<file path="src/rtl/reaction_ctrl.sv">
// reaction_ctrl: sequencing controller for the reaction-timer game.
// Synchronises the start/react push-buttons, runs the game FSM
// (idle, arm, random wait, measure, result, high-score, foul), holds the
// your-time and high-score registers and drives LEDs and HEX display data.
// Optional build macro: FALSE_START_EN -- a react press during the random
// wait ends the round in FOUL instead of being ignored.
module reaction_ctrl #(
  parameter int unsigned MIN_DELAY_MS = 500,
  parameter logic [15:0] HISCORE_INIT = 16'h9999
) (
  input  logic        MAX10_CLK1_50,
  input  logic        reset_n,
  input  logic        start_n,
  input  logic        react_n,
  input  logic        hiscore_clr,
  input  logic        ms_tick,
  input  logic [10:0] rand_delay,
  input  logic [15:0] meas_bcd,
  output logic        bcd_clr,
  output logic        bcd_en,
  output logic [9:0]  led,
  output logic [15:0] disp_bcd,
  output logic        disp_blank,
  output logic        new_record,
  output logic [2:0]  state_o
);

  typedef enum logic [2:0] {
    S_IDLE    = 3'd0,
    S_ARM     = 3'd1,
    S_WAIT    = 3'd2,
    S_MEASURE = 3'd3,
    S_RESULT  = 3'd4,
    S_HISCORE = 3'd5,
    S_FOUL    = 3'd6
  } state_t;

  localparam logic [11:0] MIN_DELAY = 12'(MIN_DELAY_MS);
  localparam logic [15:0] BCD_MAX   = 16'h9999;
  localparam logic [9:0]  LED_ALL   = 10'h3FF;
  localparam logic [9:0]  LED_REC   = 10'b1010101010;
  localparam logic [9:0]  LED_FOUL  = 10'b0101010101;

  state_t      state, next_state;

  // Button synchronisers: two metastability flops, one history flop and a
  // registered falling-edge pulse, so a press is seen 3 cycles after the pin.
  logic [1:0]  start_sync, react_sync;
  logic        start_prev, react_prev;
  logic        start_press, react_press;
  logic        react_released;

  // Wait-phase counter and its target in milliseconds.
  logic [11:0] target;
  logic [11:0] wait_cnt;
  logic        wait_done;

  logic [15:0] your_time;
  logic [15:0] hiscore;

  // FSM side-effect strobes for the datapath.
  logic        load_target;
  logic        cnt_inc;
  logic        capture;
  logic [15:0] capture_val;

  assign react_released = react_sync[1];
  // Counter compares after the increment so the round ends on the
  // target-th tick; a target of 0 ends on the first tick.
  assign wait_done = ({1'b0, wait_cnt} + 13'd1) >= {1'b0, target};
  assign state_o   = state;

  // Synchronise both buttons and generate single-cycle press pulses.
  always_ff @(posedge MAX10_CLK1_50 or negedge reset_n) begin
    if (!reset_n) begin
      start_sync  <= 2'b11;
      react_sync  <= 2'b11;
      start_prev  <= 1'b1;
      react_prev  <= 1'b1;
      start_press <= 1'b0;
      react_press <= 1'b0;
    end else begin
      start_sync  <= {start_sync[0], start_n};
      react_sync  <= {react_sync[0], react_n};
      start_prev  <= start_sync[1];
      react_prev  <= react_sync[1];
      start_press <= start_prev & ~start_sync[1];
      react_press <= react_prev & ~react_sync[1];
    end
  end

  // State register.
  always_ff @(posedge MAX10_CLK1_50 or negedge reset_n) begin
    if (!reset_n) begin
      state <= S_IDLE;
    end else begin
      state <= next_state;
    end
  end

  // Next-state logic and datapath strobes.
  always_comb begin
    next_state  = state;
    bcd_clr     = 1'b0;
    load_target = 1'b0;
    cnt_inc     = 1'b0;
    capture     = 1'b0;
    capture_val = meas_bcd;
    case (state)
      S_IDLE: begin
        if (start_press) begin
          next_state = S_ARM;
          bcd_clr    = 1'b1;
        end
      end
      S_ARM: begin
        if (react_released) begin
          next_state  = S_WAIT;
          load_target = 1'b1;
        end
      end
      S_WAIT: begin
`ifdef FALSE_START_EN
        if (react_press) begin
          next_state = S_FOUL;
        end else if (ms_tick) begin
          cnt_inc = 1'b1;
          if (wait_done) begin
            next_state = S_MEASURE;
            bcd_clr    = 1'b1;
          end
        end
`else
        if (ms_tick) begin
          cnt_inc = 1'b1;
          if (wait_done) begin
            next_state = S_MEASURE;
            bcd_clr    = 1'b1;
          end
        end
`endif
      end
      S_MEASURE: begin
        // A press in the same cycle as the timeout wins; both capture the
        // same value because meas_bcd is already 9999 then.
        if (react_press) begin
          next_state  = S_RESULT;
          capture     = 1'b1;
          capture_val = meas_bcd;
        end else if (meas_bcd == BCD_MAX) begin
          next_state  = S_RESULT;
          capture     = 1'b1;
          capture_val = BCD_MAX;
        end
      end
      S_RESULT: begin
        if (react_press) begin
          next_state = S_HISCORE;
        end
      end
      S_HISCORE: begin
        if (react_press) begin
          next_state = S_IDLE;
        end
      end
`ifdef FALSE_START_EN
      S_FOUL: begin
        if (react_press) begin
          next_state = S_IDLE;
        end
      end
`endif
      default: begin
        next_state = S_IDLE;
      end
    endcase
  end

  // Output decode from the current state and result registers.
  always_comb begin
    bcd_en     = 1'b0;
    led        = 10'd0;
    disp_bcd   = 16'd0;
    disp_blank = 1'b0;
    case (state)
      S_MEASURE: begin
        bcd_en   = 1'b1;
        led      = LED_ALL;
        disp_bcd = meas_bcd;
      end
      S_RESULT: begin
        led      = new_record ? LED_REC : 10'd0;
        disp_bcd = your_time;
      end
      S_HISCORE: begin
        disp_bcd = hiscore;
      end
`ifdef FALSE_START_EN
      S_FOUL: begin
        disp_blank = 1'b1;
        led        = LED_FOUL;
      end
`endif
      default: begin
        led = 10'd0;
      end
    endcase
  end

  // Wait target latch and millisecond counter.
  always_ff @(posedge MAX10_CLK1_50 or negedge reset_n) begin
    if (!reset_n) begin
      target   <= 12'd0;
      wait_cnt <= 12'd0;
    end else if (load_target) begin
      target   <= MIN_DELAY + {1'b0, rand_delay};
      wait_cnt <= 12'd0;
    end else if (cnt_inc) begin
      wait_cnt <= wait_cnt + 12'd1;
    end
  end

  // Result capture, high-score compare/update and record flag. The compare
  // is made on the edge that enters RESULT so the record LEDs are valid
  // from the first RESULT cycle.
  always_ff @(posedge MAX10_CLK1_50 or negedge reset_n) begin
    if (!reset_n) begin
      your_time  <= 16'd0;
      hiscore    <= HISCORE_INIT;
      new_record <= 1'b0;
    end else begin
      if (capture) begin
        your_time <= capture_val;
        if (capture_val < hiscore) begin
          hiscore    <= capture_val;
          new_record <= 1'b1;
        end else begin
          new_record <= 1'b0;
        end
      end else if (next_state == S_IDLE) begin
        new_record <= 1'b0;
      end
      if (state == S_IDLE && hiscore_clr) begin
        hiscore <= HISCORE_INIT;
      end
    end
  end

endmodule

</file>
<file path="config.mk">
export PLATFORM = sky130hd
export DESIGN_NAME = reaction_ctrl
export DESIGN_NICKNAME = d
export VERILOG_FILES = /design/src/rtl/reaction_ctrl.sv
export SDC_FILE = /design/constraint.sdc
export NUM_CORES = 1
export LEC_CHECK = 0
export CAP_MARGIN = 15
export CELL_PAD_IN_SITES_DETAIL_PLACEMENT = 1
export CELL_PAD_IN_SITES_GLOBAL_PLACEMENT = 1
export CORE_ASPECT_RATIO = 0.9
export CORE_UTILIZATION = 30
export CTS_CLUSTER_SIZE = 25
export DETAILED_ROUTE_END_ITERATION = 10
export HOLD_SLACK_MARGIN = 0.15
export PLACE_DENSITY_LB_ADDON = 0.3
export RECOVER_POWER = 100
export SYNTH_ARGS = -nofsm -noshare
export SYNTH_HDL_FRONTEND = slang
export SYNTH_SLANG_ARGS = --single-unit
export TNS_END_PERCENT = 50
</file>
<file path="constraint.sdc">
create_clock -name MAX10_CLK1_50 -period 3.1 [get_ports MAX10_CLK1_50]
set_input_delay 0.62 -clock MAX10_CLK1_50 [delete_from_list [all_inputs] [get_ports MAX10_CLK1_50]]
set_output_delay 0.62 -clock MAX10_CLK1_50 [all_outputs]
set_load 0.01 [all_outputs]
</file>
==> metrics.yaml <==
p_int_uw: 2640
clk_pin_slew_ps: 60
gr-total-overflow: 0
power_density_nw_per_um2: 707
maxSlewHeadroom_pct: -18.0
timing.fmax_mhz: 302
dpl.hpwl_microns: 8300
multi_input_area_sq_um: 2250
slowest_stage: "dfrtp_1"
crit_type: "reg -> out"
die_x_microns: 127
initial_core_util_pct: 31.2
outcome: "finished with violations"
antenna_found_initial: 0
cts_made_buffers: 9
io_pins: 66
ys_ff_latch: 68
ff_latch_area_sq_um: 1720
r2r_slack_ps: 270
p_switching_uw: 1350
grt_pass1_vias: 3725
final_util_pct: 41.5
drt_iter0_drc: 131
tightest_slew_ps: 1770
fin_crit_ps: 3320
hold_path.startpoint: "start_sync[0]"
dp_cells: 694
reg2reg_depth: 14
port_buffers: 64
track_usage_pct: 17.7
slew_violations: 32
area_delta_synth_final_pct: 33.3
fin_crit_sh_pct: 107
placementRows: 40
hold_class: "reg -> reg"
drt_pass1_iterations: 4
path_cells: "ha_4 > nand3_4 > nor3_2 > buf_4 > and3_4 > xor2_2 > ha_1 > a21oi_2 > nor2b_1 > o31ai_2 > o311ai_2 > buf_2"
ant_nets: 0
syn_area_sq_um: 4230
antenna_cells: 0
synth_edf_count: 0
die_area_sq_um: 14600
clkPwrFrac_pct: 29.9
cp_max_fo: 3
drc_errors: 0
power_frac_seq_pct: 32.2
grt_pass1_wl_microns: 19500
finalWirelength_microns: 11900
ys.flop_type: "dfrtp_1"
clockRootBuffer: "clkbuf_16"
violations: "max-capacitance violations, max-slew violations, negative setup slack"
cp_slowest_stage_delay_ps: 390
leakage_uw: 0.00256
end_kind: "output port"
fill_cells: 1557
peakVddDrop_uv: 339
core_sq_um: 13600
crit_arrival_ps: 2700
hold_buffers: 0
die_h_microns: 115
vias: 3499
synthArstFlopShare_pct: 100
final_hold_viol_count: 0
cts_tree: "yes"
gp_congestion: 0.795
switching_share_pct: 33.8
endpoint: "bcd_clr"
wire_per_inst_microns: 16.6
required_ps: 2480
clock-sinks: 68
final_cells: 716
netlist_instances: 442
fin_worst_skew_ps: 8.69
ctsHtreeMaxLevel: 3
ys_seq_area_share_pct: 40.7
insertion_delay_ps: 340
finalPower_uw: 3990
place_ws_ps: -522
rsz0062_at_grt: "true"
crit_start: "wait_cnt[1]"
avgViaCountPerCell: 4.89
drive_above_1_share_pct: 21.1
pwr-share-comb_pct: 37.9
fin_ws_ps: -217
syn_avg_cell_area_sq_um: 9.56
yosysWarnings: 0
final_nets: 584
syn_nets: 504
r2r_end: "state_o[0]"
max_cap_violations: 1
ys_types: 55
grt_start_max_net_pins: 39
final-setup-viol-count: 1
cts_buffer_depth: 2
r2r-start: "wait_cnt[1]"
start_kind: "register"
==> state kept, by name, summed over array words and instances, names as in the netlist <==
register / count
react_press: 1
target: 12
state_o: 3
react_prev: 1
wait_cnt: 12
start_press: 1
new_record: 1
your_time: 16
react_sync: 2
hiscore: 16
start_prev: 1
start_sync: 2
==> timing repair <==
| action | in CTS | in global routing |
|---|---|---|
| buffers inserted | 6 | 0 |
| pin swaps | 9 | 5 |
| setup endpoints to repair | 1 | 19 |
| resized for setup | 16 | 10 |
==> layout make-up <==
| class | count | share of cell area (%) |
|---|---|---|
| Multi-Input combinational cell | 302 | 39.9 |
| Sequential cell | 68 | 30.5 |
| Timing Repair Buffer | 113 | 17.5 |
| Tap cell | 189 | 4.20 |
| Clock buffer | 10 | 4.06 |
| Clock inverter | 6 | 2.00 |
| Inverter | 28 | 1.87 |
==> layout by cell type, fill, tap and decap left out, types with 8 or more instances in the layout <==
cell             synthesis  final
clkdlybuf4s50_1          0     49
clkbuf_16                0      9
dfstp_2                 14     12
dlygate4sd3_1            0     13
a22o_1                   9      9
xor2_1                  10      9
nand2_1                 58     58
mux2_1                   0      8
nand3_1                 12     10
inv_1                   28     28
dfrtp_1                 54     53
nor2_1                  14     13
o21ai_0                 43     43
mux2i_1                 17     17
buf_4                    9     42
mux2_2                  15     15
ha_1                    29     28
a21oi_1                 18     16
==> worst min path at each step <==
stage	end	slack (ps)	depth (start not counted)
detailed placement	start_sync[1]	350	0
global route	react_sync[1]	370	0
finish	start_sync[1]	360	0
CTS	start_sync[1]	360	0
global placement	react_sync[1]	350	0
floorplan	hiscore[10]	320	0
==> per-stage QoR <==
step / setup TNS [ps] / hold slack (ps) / instance area [sq um]
2_1_floorplan: 0 / 324 / 4230
3_3_place_gp: -456 / 346 / 5240
3_5_place_dp: -522 / 351 / 5240
4_1_cts: -214 / 359 / 5690
5_1_grt: -1820 / 367 / 5630
6_report: -217 / 361 / 5630
==> logic make-up (layout without fill, tap and decap cells) <==
| family | after synthesis | count (layout) | synth area share (%) |
|---|---|---|---|
| other | 1 | 1 | 0.0888 |
| and+or+nand+nor | 121 | 121 | 14.2 |
| muxes | 41 | 41 | 11.2 |
| buffers and inverters | 72 | 157 | 7.52 |
| AOI/OAI and AO/OA | 93 | 93 | 14.2 |
| xor gates and xnor gates | 17 | 17 | 3.52 |
| adders and majority gates | 29 | 29 | 8.59 |
| DFF | 68 | 68 | 40.7 |
==> synthesized netlist by cell type (2+ instances only) <==
| cell | instances | share of area (%) |
|---|---|---|
| and2_1 | 4 | 0.59 |
| nor2_1 | 14 | 1.2 |
| nand2_1 | 58 | 5.2 |
| nand2b_1 | 5 | 0.74 |
| nand3_1 | 12 | 1.4 |
| buf_2 | 4 | 0.47 |
| o31ai_1 | 3 | 0.53 |
| inv_1 | 28 | 2.5 |
| mux2_4 | 9 | 3.2 |
| ha_1 | 29 | 8.6 |
| a22o_1 | 9 | 1.9 |
| a21oi_1 | 18 | 2.1 |
| a21o_1 | 2 | 0.36 |
| nor2b_1 | 5 | 0.74 |
| dfrtp_1 | 54 | 32 |
| nand4_1 | 2 | 0.30 |
| a211o_1 | 3 | 0.62 |
| xnor2_1 | 7 | 1.5 |
| and3_1 | 3 | 0.44 |
| mux2i_1 | 17 | 4.0 |
| buf_1 | 2 | 0.18 |
| xor2_1 | 10 | 2.1 |
| nor3_1 | 5 | 0.59 |
| buf_4 | 9 | 1.6 |
| dfstp_2 | 14 | 8.7 |
| a221oi_1 | 2 | 0.41 |
| o21ai_0 | 43 | 5.1 |
| mux2_2 | 15 | 4.0 |
| and4bb_2 | 2 | 0.59 |
| a31oi_1 | 2 | 0.30 |
| and3b_1 | 2 | 0.41 |
| clkbuf_1 | 27 | 2.4 |
==> layer usage <==
metal	track usage [%]	wire length, microns	vias up
li1	-	-	1667
met1	23.5	5740	1754
met2	28.8	5530	70
met3	4.49	487	8
met4	4.21	114	0
met5	0	0	-
==> critical path: cells and delay by family, from the launching register on <==
family / cells / cell delay, ps
AO/OA/AOI/OAI: 3 / 570
XOR/XNOR: 1 / 170
adder cells (fa/ha/maj): 2 / 440
buffers and inverters: 2 / 310
flip-flops: 1 / 390
AND/OR/NAND/NOR: 4 / 480
==> power by group through the flow <==
stage | combinational [uW] | clock (uW) | sequential, uW
floorplan | 931 | 0 | 1260
global placement | 1470 | 0 | 1270
detailed placement | 1510 | 0 | 1290
CTS | 1570 | 1220 | 1280
global route | 1700 | 1260 | 1310
finish | 1510 | 1190 | 1280
(Power assumes the default switching activity.)
